File: src/rtl/asc_frame_assembler.sv
// Assembles UART byte stream into one {payload, addr} scan frame, hands it to the
// scan shifter over valid/ready and returns a single status byte (ACK or timeout).
//
// state     | meaning
// ----------+----------------------------------------------------------
// COLLECT   | accepting bytes; idle timer runs once a frame has started
// ISSUE     | frame offered to shifter, held until frame_ready
// WAIT_DONE | shifter busy, waiting for shift_done pulse
// RESPOND   | status byte offered to UART handler, held until response_ready
module asc_frame_assembler #(
    parameter int ADDR_BITS    = 12,
    parameter int PAYLOAD_BITS = 160,
    parameter int TIMEOUT_CLKS = 1_000_000
) (
    input  logic                    clk,
    input  logic                    reset,
    input  logic                    data_valid,
    output logic                    data_ready,
    input  logic [7:0]              data_in,
    output logic                    frame_valid,
    input  logic                    frame_ready,
    output logic [ADDR_BITS-1:0]    frame_addr,
    output logic [PAYLOAD_BITS-1:0] frame_payload,
    input  logic                    shift_done,
    output logic                    response_valid,
    input  logic                    response_ready,
    output logic [7:0]              response_data,
    output logic                    busy,
    output logic [4:0]              debug_byte_count
);

    localparam int FRAME_BITS  = ADDR_BITS + PAYLOAD_BITS;
    localparam int FRAME_BYTES = (FRAME_BITS + 7) / 8;
    localparam int TMR_W       = $clog2(TIMEOUT_CLKS + 1);
    localparam logic [TMR_W-1:0] TMR_LAST = TMR_W'(TIMEOUT_CLKS - 1);
    localparam logic [4:0]       CNT_LAST = 5'(FRAME_BYTES - 1);

    typedef enum logic [1:0] {
        COLLECT,
        ISSUE,
        WAIT_DONE,
        RESPOND
    } state_t;

    state_t                state_q, state_d;
    logic [4:0]            byte_cnt;
    logic [TMR_W-1:0]      timer;
    logic [FRAME_BITS-1:0] frame_q;
    logic [FRAME_BITS-1:0] slot_mask;
    logic [FRAME_BITS-1:0] slot_data;
    logic [7:0]            resp_q;
    logic                  byte_take;
    logic                  timeout_hit;
    logic                  ack_load;

    always_ff @(posedge clk) begin
        if (reset) begin
            state_q <= COLLECT;
        end else begin
            state_q <= state_d;
        end
    end

    always_comb begin
        state_d        = state_q;
        data_ready     = 1'b0;
        frame_valid    = 1'b0;
        response_valid = 1'b0;
        byte_take      = 1'b0;
        timeout_hit    = 1'b0;
        ack_load       = 1'b0;
        case (state_q)
            COLLECT: begin
                data_ready = 1'b1;
                // an arriving byte always wins over a simultaneous expiry
                if (data_valid) begin
                    byte_take = 1'b1;
                    if (byte_cnt == CNT_LAST) begin
                        state_d = ISSUE;
                    end
                end else if (byte_cnt != 5'd0 && timer == TMR_LAST) begin
                    timeout_hit = 1'b1;
                    state_d     = RESPOND;
                end
            end
            ISSUE: begin
                frame_valid = 1'b1;
                if (frame_ready) begin
                    state_d = WAIT_DONE;
                end
            end
            WAIT_DONE: begin
                if (shift_done) begin
                    ack_load = 1'b1;
                    state_d  = RESPOND;
                end
            end
            RESPOND: begin
                response_valid = 1'b1;
                if (response_ready) begin
                    state_d = COLLECT;
                end
            end
            default: state_d = COLLECT;
        endcase
    end

    // Shifting within the frame width drops the pad bits of the last byte.
    assign slot_mask = FRAME_BITS'(8'hFF) << {byte_cnt, 3'b000};
    assign slot_data = FRAME_BITS'(data_in) << {byte_cnt, 3'b000};

    always_ff @(posedge clk) begin
        if (reset) begin
            byte_cnt <= 5'd0;
            timer    <= '0;
            frame_q  <= '0;
            resp_q   <= 8'h00;
        end else begin
            if (byte_take) begin
                frame_q  <= (frame_q & ~slot_mask) | slot_data;
                byte_cnt <= (byte_cnt == CNT_LAST) ? 5'd0 : byte_cnt + 5'd1;
                timer    <= '0;
            end else if (timeout_hit) begin
                frame_q  <= '0;
                byte_cnt <= 5'd0;
                timer    <= '0;
                resp_q   <= 8'hE1;
            end else if (state_q == COLLECT && byte_cnt != 5'd0) begin
                timer <= timer + TMR_W'(1);
            end
            if (ack_load) begin
                resp_q <= 8'h01;
            end
        end
    end

    assign frame_addr       = frame_q[ADDR_BITS-1:0];
    assign frame_payload    = frame_q[FRAME_BITS-1:ADDR_BITS];
    assign response_data    = resp_q;
    assign busy             = !(state_q == COLLECT && byte_cnt == 5'd0);
    assign debug_byte_count = byte_cnt;

endmodule

File: config.mk
export PLATFORM = sky130hd
export DESIGN_NAME = asc_frame_assembler
export DESIGN_NICKNAME = d
export VERILOG_FILES = /design/src/rtl/asc_frame_assembler.sv
export SDC_FILE = /design/constraint.sdc
export NUM_CORES = 1
export LEC_CHECK = 0
export BUFFER_PORTS_ARGS = -buffer_cell sky130_fd_sc_hd__buf_2
export CAP_MARGIN = 30
export CORE_MARGIN = 5
export CORE_UTILIZATION = 57
export CTS_BUF_LIST = sky130_fd_sc_hd__clkbuf_2 sky130_fd_sc_hd__clkbuf_4 sky130_fd_sc_hd__clkbuf_8
export CTS_CLUSTER_DIAMETER = 40
export DETAILED_ROUTE_END_ITERATION = 12
export PLACE_DENSITY = 0.83
export SYNTH_ARGS = -nofsm -noshare
export SYNTH_HDL_FRONTEND = slang
export SYNTH_SLANG_ARGS = --single-unit
File: constraint.sdc
create_clock -name clk -period 3.6 [get_ports clk]
set_input_delay 1.08 -clock clk [delete_from_list [all_inputs] [get_ports clk]]
set_output_delay 1.08 -clock clk [all_outputs]
set_load 0.01 [all_outputs]
Word-level counts from Yosys, hierarchy flattened
Index checks and enable logic that the tools add are counted.
Word-level totals
  register bits: 201
  output and inout bits: 189
Cells by class
  add/subtract/negate cells: 2
  equal/unequal tests: 11
  shift-type cells: 2
  muxes and demuxes: 25
  bitwise gates (word level): 4
  reductions and logical operators: 14
Operators by type and width (count)
  $mux W172: 2
  $and A172 B172 Y172: 1
  $not A172 Y172: 1
  $or A172 B172 Y172: 1
  $shl A8 B8 Y172: 1
  $shl A8 B8 Y172 const A: 1
  $add A20 B1 Y20 const B: 1
  $eq A20 B20 Y1 const B: 1
  $mux W5: 3
  $mux W1: 13
  $mux W2: 6
  $pmux W2 S4: 1
  $ne A2 B2 Y1 const B: 3
  $ne A3 B3 Y1 const B: 2
  $add A5 B1 Y5 const B: 1
  $eq A5 B5 Y1 const B: 1
  $logic_not A5 Y1: 1
  $reduce_and A5 Y1: 1
  $reduce_bool A5 Y1: 1
  $eq A2 B2 Y1 const B: 2
  $reduce_and A2 Y1: 2
  $reduce_bool A2 Y1: 2
  $logic_and A1 B1 Y1: 3
  $reduce_or A3 Y1: 1
  other kinds (6): 6

Depth between registers and ports, before layout
Gate-level depths: netlist of run 1.
  depth after elaboration: 8
  depth in mapped cells: 9

Worst setup path before layout of run 1
Ideal clock, no wire load.
  kind: register to output
  start: reg byte_cnt[1] (netlist: debug_byte_count[1])
  end: out busy
  arrival: 1.783 ns
  data required time: 2.520 ns
  slack: 0.737 ns
  stages on the path, launching flop included: 7
  buffers on the path: 2
  cell sequence: dfxtp_1 clkbuf_1 inv_1 ha_1 nor4b_2 clkbuf_1 nand2_1
On the way
  longest elaborated chain between the ends: 3
RTL lines
  start, declared: RTL line 46  | logic [4:0] byte_cnt;
  start signal, assigned: RTL line 121  | byte_cnt <= (byte_cnt == CNT_LAST) ? 5'd0 : byte_cnt + 5'd1;
  $logic_not A5 Y1: RTL line 140  | assign busy = !(state_q == COLLECT && byte_cnt == 5'd0);
  $logic_and A1 B1 Y1: RTL line 140
  $logic_not A1 Y1: RTL line 140
  end, declared: RTL line 28  | output logic busy,
Every way passes these cells.

Worst setup path after layout of run 1
Same ends and word-level chain as after synthesis.

==> results of run 1 <==
==> registers in the layout, summed over array words and instances, names as in the netlist <==
name and count:
response_data 2, state_q 2, frame_q 172, debug_byte_count 5, timer 20
==> through the flow <==
| stage | hold WS, ns | setup slack (ns) |
|---|---|---|
| after detailed placement | 0.454 | 0.601 |
| after global placement | 0.450 | 0.651 |
| final | 0.469 | 0.128 |
| after CTS | 0.469 | 0.173 |
| after global routing | 0.483 | 0.0000264 |
| after floorplan | 0.454 | 0.737 |
==> cells in the final DEF (no fill, tap or decap), drive strengths merged, types with 4 or more instances in the layout <==
cell type / count
o21ai: 82
and3: 11
buf: 224
a22oi: 13
dfxtp: 201
nand2: 57
o22ai: 9
nand2b: 9
nand3b: 11
nor2: 38
a32o: 15
and4: 5
or3: 9
nor4b: 4
or4: 9
a22o: 8
nand3: 81
nor3: 25
a31oi: 17
conb: 4
a21oi: 17
nor2b: 25
and2: 14
o211ai: 29
o32ai: 4
inv: 59
nor4: 8
xnor2: 7
ha: 11
a211oi: 4
a32oi: 106
o31ai: 21
nand4: 10
clkbuf: 51
o41ai: 29
==> worst max-delay path: stages, from the launching register on <==
cell,delay [ns]
dfxtp_1,0.44
inv_1,0.21
ha_1,0.39
nor4b_2,0.26
buf_4,0.25
nand2_1,0.10
buf_2,0.18
==> per-layer routing <==
metal | vias up | part of all wire | global-route usage
li1 | 4485 | - | -
met1 | 4654 | 0.40 | 0.425
met2 | 701 | 0.44 | 0.475
met3 | 105 | 0.13 | 0.0690
met4 | 0 | 0.040 | 0.126
met5 | - | 0 | 0
==> logic make-up after synthesis <==
group | count (synthesis) | share of synthesized area
AND/OR/NAND/NOR | 330 | 0.194
XOR/XNOR | 9 | 0.00823
AO/OA/AOI/OAI | 365 | 0.283
other | 1 | 0.000392
flip-flops | 201 | 0.420
adder cells (fa/ha/maj) | 11 | 0.0144
buffers and inverters | 176 | 0.0800
==> layout make-up <==
| class | count | area (µm²) |
|---|---|---|
| Inverter | 59 | 224 |
| Timing Repair Buffer | 224 | 1270 |
| Sequential cell | 201 | 4020 |
| Clock buffer | 51 | 627 |
| Tap cell | 220 | 275 |
| Fill cell | 1328 | 5230 |
| Multi-Input combinational cell | 719 | 4800 |
| Clock inverter | 4 | 76.3 |
==> power by group <==
part	leakage [nW]	internal, W	total (W)	switching (W)
sequential	1.62	0.00230	0.00239	0.0000874
combinational	2.49	0.000292	0.00113	0.000835
clock	0.374	0.00124	0.00214	0.000902
==> worst paths after layout <==
kind | startpoint | end | slack (ns) | depth (start not counted)
worst max-delay path | debug_byte_count[1]$_SDFFE_PP0P_ | busy | 0.13 | 6
worst min register to register | frame_q[149]$_SDFFE_PP0P_ | frame_q[149]$_SDFFE_PP0P_ | 0.47 | 2
worst min-delay path | frame_q[149]$_SDFFE_PP0P_ | frame_q[149]$_SDFFE_PP0P_ | 0.47 | 2
worst max register to register | debug_byte_count[0]$_SDFFE_PP0P_ | frame_q[40]$_SDFFE_PP0P_ | 0.62 | 7
==> results.yml, run 1 <==
timing:
  fmax_ghz: 0.288
  tightest_slew_ns: 0.960
  tns_ns: 0
  rsz0062_at_grt: "no"
  setup_viol: 0
  finalHoldViolCount: 0
  fin_skew_ns: 0.0394
  slew_headroom: 0.351
  slew_viol_final: 0
  period_share: 0.964
  period_needed_ns: 3.47
global_route:
  grt.total_usage: 0.310
  antenna_found_initial: 0
  grt_pass1_vias: 8971
  globalRouteOverflowTotal: 0
  grt_pass1_wl_um: 50200
  grt_max_degree: 86
critical_path:
  cp.required_ns: 2.52
  cp_max_fo: 15
  path_class: "flop to output port"
  startpoint_type: "flop"
  critPathCaptureType: "output port"
  cp.arrival_ns: 2.39
synth:
  synth_flop_cell: "dfxtp_1"
  syn_inst: 1093
  avgSynthCellArea_um2: 8.76
  synth_common_cells: "dfxtp_1 (201), a32oi_1 (106), clkbuf_1 (81), nand3_1 (81), o21ai_0 (66)"
  synth_top_area_frac: 0.420
  ys_top_cells_by_area: "dfxtp_1 (42%), a32oi_1 (9.7%), nand3_1 (4.2%)"
  netlist_area_um2: 9580
  post-synth-top-area-cell: "dfxtp_1"
  async_flop_share: 0
  yosysMostFrequentCell: "dfxtp_1"
  synth-edff-count: 0
  yosysWarningCount: 0
  seq_area_frac_synth: 0.420
  ys_types: 69
  synth_seq_cells: 201
drt:
  via_per_inst: 6.73
  route.detailed.drc: 0
  vias: 9945
  drtIter0Drc: 1185
  routedWlPerCell_um: 21.7
  drt.antenna.violating_nets: 0
  drtPass1Iterations: 5
  wirelength_um: 32100
pwr:
  irDropWorstVdd_uv: 310
  power.total_w: 0.00566
  p_leak_nw: 4.48
  power_density_nw_per_um2: 501
die:
  rows: 47
  die_x_um: 140
  die-area_um2: 19500
  ios: 203
  die_y_um: 140
  coreArea_um2: 16500
  start_util: 0.580
cts:
  max-clock-path-buffers: 3
  post-cts-setup-buffers: 0
  clk_pin_slew_ns: 0.06
  cts_num_sinks: 201
  cts.hold.buffers_added: 0
  cts_tree: "yes"
  numCtsBuffers: 31
  clock_latency_ns: 0.59
  cts_root_buffer: "clkbuf_8"
  cts-resized-gates: 0
  cts_max_level: 1
run_status:
  status: "finished clean"
placement:
  gp_congestion: 0.943
  post_dp_cell_area_um2: 10600
  hpwlAfterDp_um: 21700
  placed_cells: 1423
  numPortBuffers: 198
layout:
  layout-area-overhead-vs-synth_pct: 18.0
  nets: 1261
  drive_above_1_share: 0.235
  finalNonFillerCells: 1478
  utilization: 0.684
  diodes: 0
  fin_area_um2: 11300
flow_run:
  maxCapViolations: 0
hold_path:
  hold_path.class: "flop to flop"
Note: power is estimated with default switching activity, not from simulation.
==> inputs of run 2 (changes only) <==
--- a/config.mk
+++ b/config.mk
@@ -9,2 +9,3 @@
 export CAP_MARGIN = 30
+export CORE_ASPECT_RATIO = 0.75
 export CORE_MARGIN = 5
@@ -14,2 +15,3 @@
 export DETAILED_ROUTE_END_ITERATION = 12
+export GPL_ROUTABILITY_DRIVEN = 0
 export PLACE_DENSITY = 0.83
==> constraint.sdc (replaced) <==
create_clock -name clk -period 3.6 [get_ports clk]
set_input_delay 0.36 -clock clk [delete_from_list [all_inputs] [get_ports clk]]
set_output_delay 0.36 -clock clk [all_outputs]
set_load 0.01 [all_outputs]
==> run 2 against run 1 <==
Effect of this change: sequential power about the same; design area down 0.30%; first-iteration DRC count down 2.4%; hold slack worse by 0.27 ns; global-route usage down 0.57 points; non-clock buffer count up 3; clock power about the same; combinational power about the same; flip-flop and latch count unchanged; register-to-register slack better by 0.09 ns; critical path type is now flop to flop; largest power group unchanged; highest routed layer is now met5.
==> results.yml, run 2 (synthesized netlist as in run 1, its figures left out) <==
run_status:
  status: "finished clean"
cts:
  cts-resized-gates: 0
  cts.hold.buffers_added: 0
  post-cts-setup-buffers: 0
  numCtsBuffers: 34
  cts_max_level: 2
  clock_latency_ns: 0.51
  clk_pin_slew_ns: 0.07
  cts_num_sinks: 201
  max-clock-path-buffers: 3
  cts_tree: "yes"
  cts_root_buffer: "clkbuf_8"
layout:
  largest_reg_flops: 172
  drive_above_1_share: 0.239
  layout_commonest_cell: "dfxtp_1"
  fill_cells: 1342
  nets: 1267
  final_cell_mix: "dfxtp_1 (201), buf_2 (198), a32oi_1 (106), nand3_1 (81), o21ai_0 (66)"
  regMostFlops: "frame_q"
  diodes: 0
  layout-area-overhead-vs-synth_pct: 17.6
  utilization: 0.676
global_route:
  grt_pass1_wl_um: 48400
  grt.total_usage: 0.304
  grt_max_degree: 91
  antenna_found_initial: 0
  globalRouteOverflowTotal: 0
  grt_pass1_vias: 8776
pwr:
  power.total_w: 0.00560
  power_density_nw_per_um2: 498
  irDropWorstVdd_uv: 292
  p_leak_nw: 4.48
timing:
  slew_viol_final: 0
  setup_viol: 0
  rsz0062_at_grt: "no"
  period_share: 0.804
  tns_ns: 0
  fmax_ghz: 0.345
  fin_skew_ns: 0.0196
  finalHoldViolCount: 0
  period_needed_ns: 2.89
  tightest_slew_ns: 0.936
  slew_headroom: 0.371
die:
  ios: 203
  die_y_um: 122
  rows: 41
  coreArea_um2: 16700
  die-area_um2: 19500
  start_util: 0.574
  die_x_um: 160
critical_path:
  cp.required_ns: 3.97
  startpoint_type: "flop"
  path_cells: "inv_1 > ha_1 > nor4b_2 > buf_4 > or4_1 > o21ai_2 > o31ai_1"
  startpoint: "debug_byte_count[1]$_SDFFE_PP0P_"
  critical_path_buf_inv_count: 2
  path_class: "flop to flop"
  path_delay_family: "simple AND/OR/NAND/NOR gates"
  endpoint: "frame_q[26]$_SDFFE_PP0P_"
  path_depth: 7
  reg2reg_from: "debug_byte_count[1]$_SDFFE_PP0P_"
  worstReg2RegEnd: "frame_q[26]$_SDFFE_PP0P_"
  r2r_setup_slack_ns: 0.71
  r2r.worst_path.cells: 7
  slowest_delay_ns: 0.59
  cp.arrival_ns: 3.26
  critPathCaptureType: "flop"
  cp_max_fo: 15
  slowest_stage: "or4_1"
drt:
  drtPass1Iterations: 6
  vias: 9856
  via_per_inst: 6.66
  route.detailed.drc: 0
  drtIter0Drc: 1156
  wirelength_um: 31700
  drt.antenna.violating_nets: 0
  routedWlPerCell_um: 21.4
placement:
  numPortBuffers: 198
  hpwlAfterDp_um: 21500
hold_path:
  hold_path.class: "input pin to flop"
flow_run:
  maxCapViolations: 0
-- run 2: where the power goes --
group / switching, W / leakage, nW / internal [W]
registers: 0.0000827 / 1.62 / 0.00230
logic: 0.000829 / 2.49 / 0.000279
clock network: 0.000927 / 0.374 / 0.00119
-- run 2: worst min-delay path by stage --
stage / startpoint / endpoint / slack, ns / cells after the start
floorplan: timer[1]$_SDFFE_PP0P_ / timer[1]$_SDFFE_PP0P_ / 0.45 / 2
global placement: frame_q[141]$_SDFFE_PP0P_ / frame_q[141]$_SDFFE_PP0P_ / 0.44 / 1
detailed placement: frame_q[160]$_SDFFE_PP0P_ / frame_q[160]$_SDFFE_PP0P_ / 0.45 / 2
CTS: shift_done / response_data[5]$_SDFFE_PP0P_ / 0.18 / 3
global route: shift_done / response_data[5]$_SDFFE_PP0P_ / 0.24 / 3
finish: shift_done / response_data[5]$_SDFFE_PP0P_ / 0.20 / 3
-- run 2: metal layers --
metal  up-vias  GRT usage  part of all wire
met3        98     0.0809              0.13
met2       654      0.450              0.42
met4         2      0.101             0.030
met1      4612      0.432              0.42
met5         -     0.0227            0.0018
li1       4490          -                 -
-- run 2: per-stage QoR --
stage	instances	area (µm²)	hold WS [ns]	worst slack [ns]
finish	1479	11300	0.198	0.705
global route	1479	11300	0.236	0.447
CTS	1478	11300	0.180	0.751
detailed placement	1420	10600	0.453	0.750
global placement	1419	10500	0.443	0.856
floorplan	1096	9590	0.454	1.02
-- run 2: tightest hold or removal path, cell delays in order --
cell,delay [ns]
buf_2,0.12
a21oi_1,0.07
o21a_1,0.10
-- run 2: final cells by class --
type / instances / area [µm²] / area share
inverter: 59 / 224 / 0.0199
multi-input combinational: 719 / 4800 / 0.426
tap: 215 / 269 / 0.0239
clock inverter: 5 / 27.5 / 0.00244
clock buffer: 53 / 673 / 0.0598
timing repair buffer: 227 / 1250 / 0.111
sequential: 201 / 4020 / 0.357
==> inputs of run 3 (changes only) <==
Settings changed: CORE_UTILIZATION 57 to 51, PLACE_DENSITY 0.83 to 0.78.
Clock period 3.6 ns to 2.5 ns, I/O delays scaled along.
==> run 3 against run 2 <==
Effect of this change: die area increased by 11%; non-clock buffer count up 29; worst setup slack got worse by 0.56 ns; register-to-register slack lost 0.56 ns; clock skew is 0.00089 ns higher; flip-flop and latch count is the same; sequential power up 43%; largest cell class unchanged; highest routed layer unchanged.
==> results.yml, run 3 (synthesized netlist as in run 1, its figures left out) <==
layout:
  fill_cells: 1591
  largest_reg_flops: 172
  final_cell_mix: "dfxtp_1 (201), buf_2 (198), a32oi_1 (106), nand3_1 (80), o21ai_0 (66)"
  nets: 1297
  regMostFlops: "frame_q"
  diodes: 0
  layout_commonest_cell: "dfxtp_1"
  drive_above_1_share: 0.259
  layout-area-overhead-vs-synth_pct: 21.0
hold_path:
  hold_path.class: "input pin to flop"
  hold_depth: 3
  hp-start: "shift_done"
  holdPathEnd: "response_data[5]$_SDFFE_PP0P_"
critical_path:
  critPathCaptureType: "flop"
  startpoint_type: "flop"
  cp.arrival_ns: 2.74
  worstReg2RegEnd: "frame_q[0]$_SDFFE_PP0P_"
  r2r.worst_path.cells: 8
  cp_max_fo: 70
  cp.required_ns: 2.89
  reg2reg_from: "debug_byte_count[0]$_SDFFE_PP0P_"
  r2r_setup_slack_ns: 0.15
  path_class: "flop to flop"
pwr:
  power_density_nw_per_um2: 727
  p_leak_nw: 4.66
  p_int_w: 0.00569
  clkPwrFrac: 0.385
  combPwrFrac: 0.211
  irDropWorstVdd_uv: 400
  seqPwrFrac: 0.404
  switching_power_w: 0.00274
  swShare: 0.325
placement:
  place_ws_ns: 0.127
  numPortBuffers: 198
  hpwlAfterDp_um: 22500
cts:
  post-cts-setup-buffers: 0
  cts_root_buffer: "clkbuf_8"
  clock_latency_ns: 0.52
  cts_tree: "yes"
  cts_num_sinks: 201
  max-clock-path-buffers: 3
  clk_pin_slew_ns: 0.06
  numCtsBuffers: 35
  cts_max_level: 2
drt:
  drtPass1Iterations: 6
  drt.antenna.violating_nets: 0
  drtIter0Drc: 1549
  route.detailed.drc: 0
  routedWlPerCell_um: 21.1
  via_per_inst: 6.46
  vias: 9960
  wirelength_um: 32600
timing:
  period_needed_ns: 2.35
  tightest_slew_ns: 0.804
  slew_viol_final: 0
  setup_viol: 0
  period_share: 0.942
  slew_headroom: 0.461
  fin_skew_ns: 0.0205
  setup_ws_ns: 0.146
  tns_ns: 0
  rsz0062_at_grt: "no"
  fmax_ghz: 0.425
  finalHoldViolCount: 0
global_route:
  grt_pass1_vias: 9010
  grt_max_degree: 71
  grt_pass1_wl_um: 50600
  globalRouteOverflowTotal: 0
  antenna_found_initial: 0
  grt.total_usage: 0.287
die:
  die-area_um2: 21600
  coreArea_um2: 18500
  die_y_um: 129
  start_util: 0.519
  die_x_um: 168
  ios: 203
  rows: 43
flow_run:
  maxCapViolations: 0
run_status:
  status: "finished clean"
## run 3: what timing repair did
item	4_1_cts	5_1_grt
setup endpoints to repair	1	22
hold buffers	0	0
resized for setup	1	3
## run 3: worst max path at each step
stage | from | end | slack, ns | depth (start not counted)
after floorplan | debug_byte_count[0]$_SDFFE_PP0P_ | timer[19]$_SDFFE_PP0P_ | 0.02 | 8
after global placement | state_q[0]$_SDFFE_PP0P_ | timer[19]$_SDFFE_PP0P_ | 0.19 | 6
after detailed placement | state_q[0]$_SDFFE_PP0P_ | frame_q[16]$_SDFFE_PP0P_ | 0.13 | 7
after CTS | debug_byte_count[0]$_SDFFE_PP0P_ | frame_q[0]$_SDFFE_PP0P_ | 0.09 | 8
after global routing | debug_byte_count[0]$_SDFFE_PP0P_ | frame_q[0]$_SDFFE_PP0P_ | 0.03 | 8
final | debug_byte_count[0]$_SDFFE_PP0P_ | frame_q[0]$_SDFFE_PP0P_ | 0.15 | 8
## run 3: cell type report
type,instances,area (µm²),area share
Clock buffer,53,686,0.0591
Clock inverter,7,70.1,0.00604
Inverter,59,224,0.0193
Multi-Input combinational cell,719,4820,0.415
Sequential cell,201,4020,0.347
Tap cell,247,309,0.0267
Timing Repair Buffer,256,1460,0.126
## run 3: layer usage
metal	up-vias	track usage	routed length [µm]	share of wire
met2	602	0.410	13600	0.42
met5	-	0.0196	56	0.0017
met4	2	0.0787	670	0.021
met3	58	0.0756	4190	0.13
met1	4745	0.426	14100	0.43
li1	4553	-	-	-
## run 3: metrics by stage
stage	hold slack [ns]	cell area (µm²)	utilization	std cells	power (W)
final	0.0553	11600	0.628	1542	0.00843
after global routing	0.0738	11600	0.628	1542	0.00872
after CTS	0.0365	11600	0.628	1542	0.00838
after detailed placement	0.451	10800	0.586	1482	0.00517
after global placement	0.446	10800	0.586	1482	0.00515
after floorplan	0.369	9590	-	1096	0.00448
## run 3: power groups by stage
stage	Clock [W]	Combinational (W)	Sequential [W]
after floorplan	0	0.000976	0.00350
after global placement	0	0.00169	0.00347
after detailed placement	0	0.00170	0.00347
after CTS	0.00326	0.00172	0.00340
after global routing	0.00342	0.00188	0.00342
final	0.00324	0.00178	0.00340
## run 3: worst max-delay path, cell delays in order, from the launching register on
cell	delay, ns
dfxtp_1	0.31
inv_1	0.08
ha_1	0.19
buf_4	0.16
or4b_1	0.59
nand3_2	0.19
nor3_4	0.06
buf_12	0.22
o41ai_1	0.40
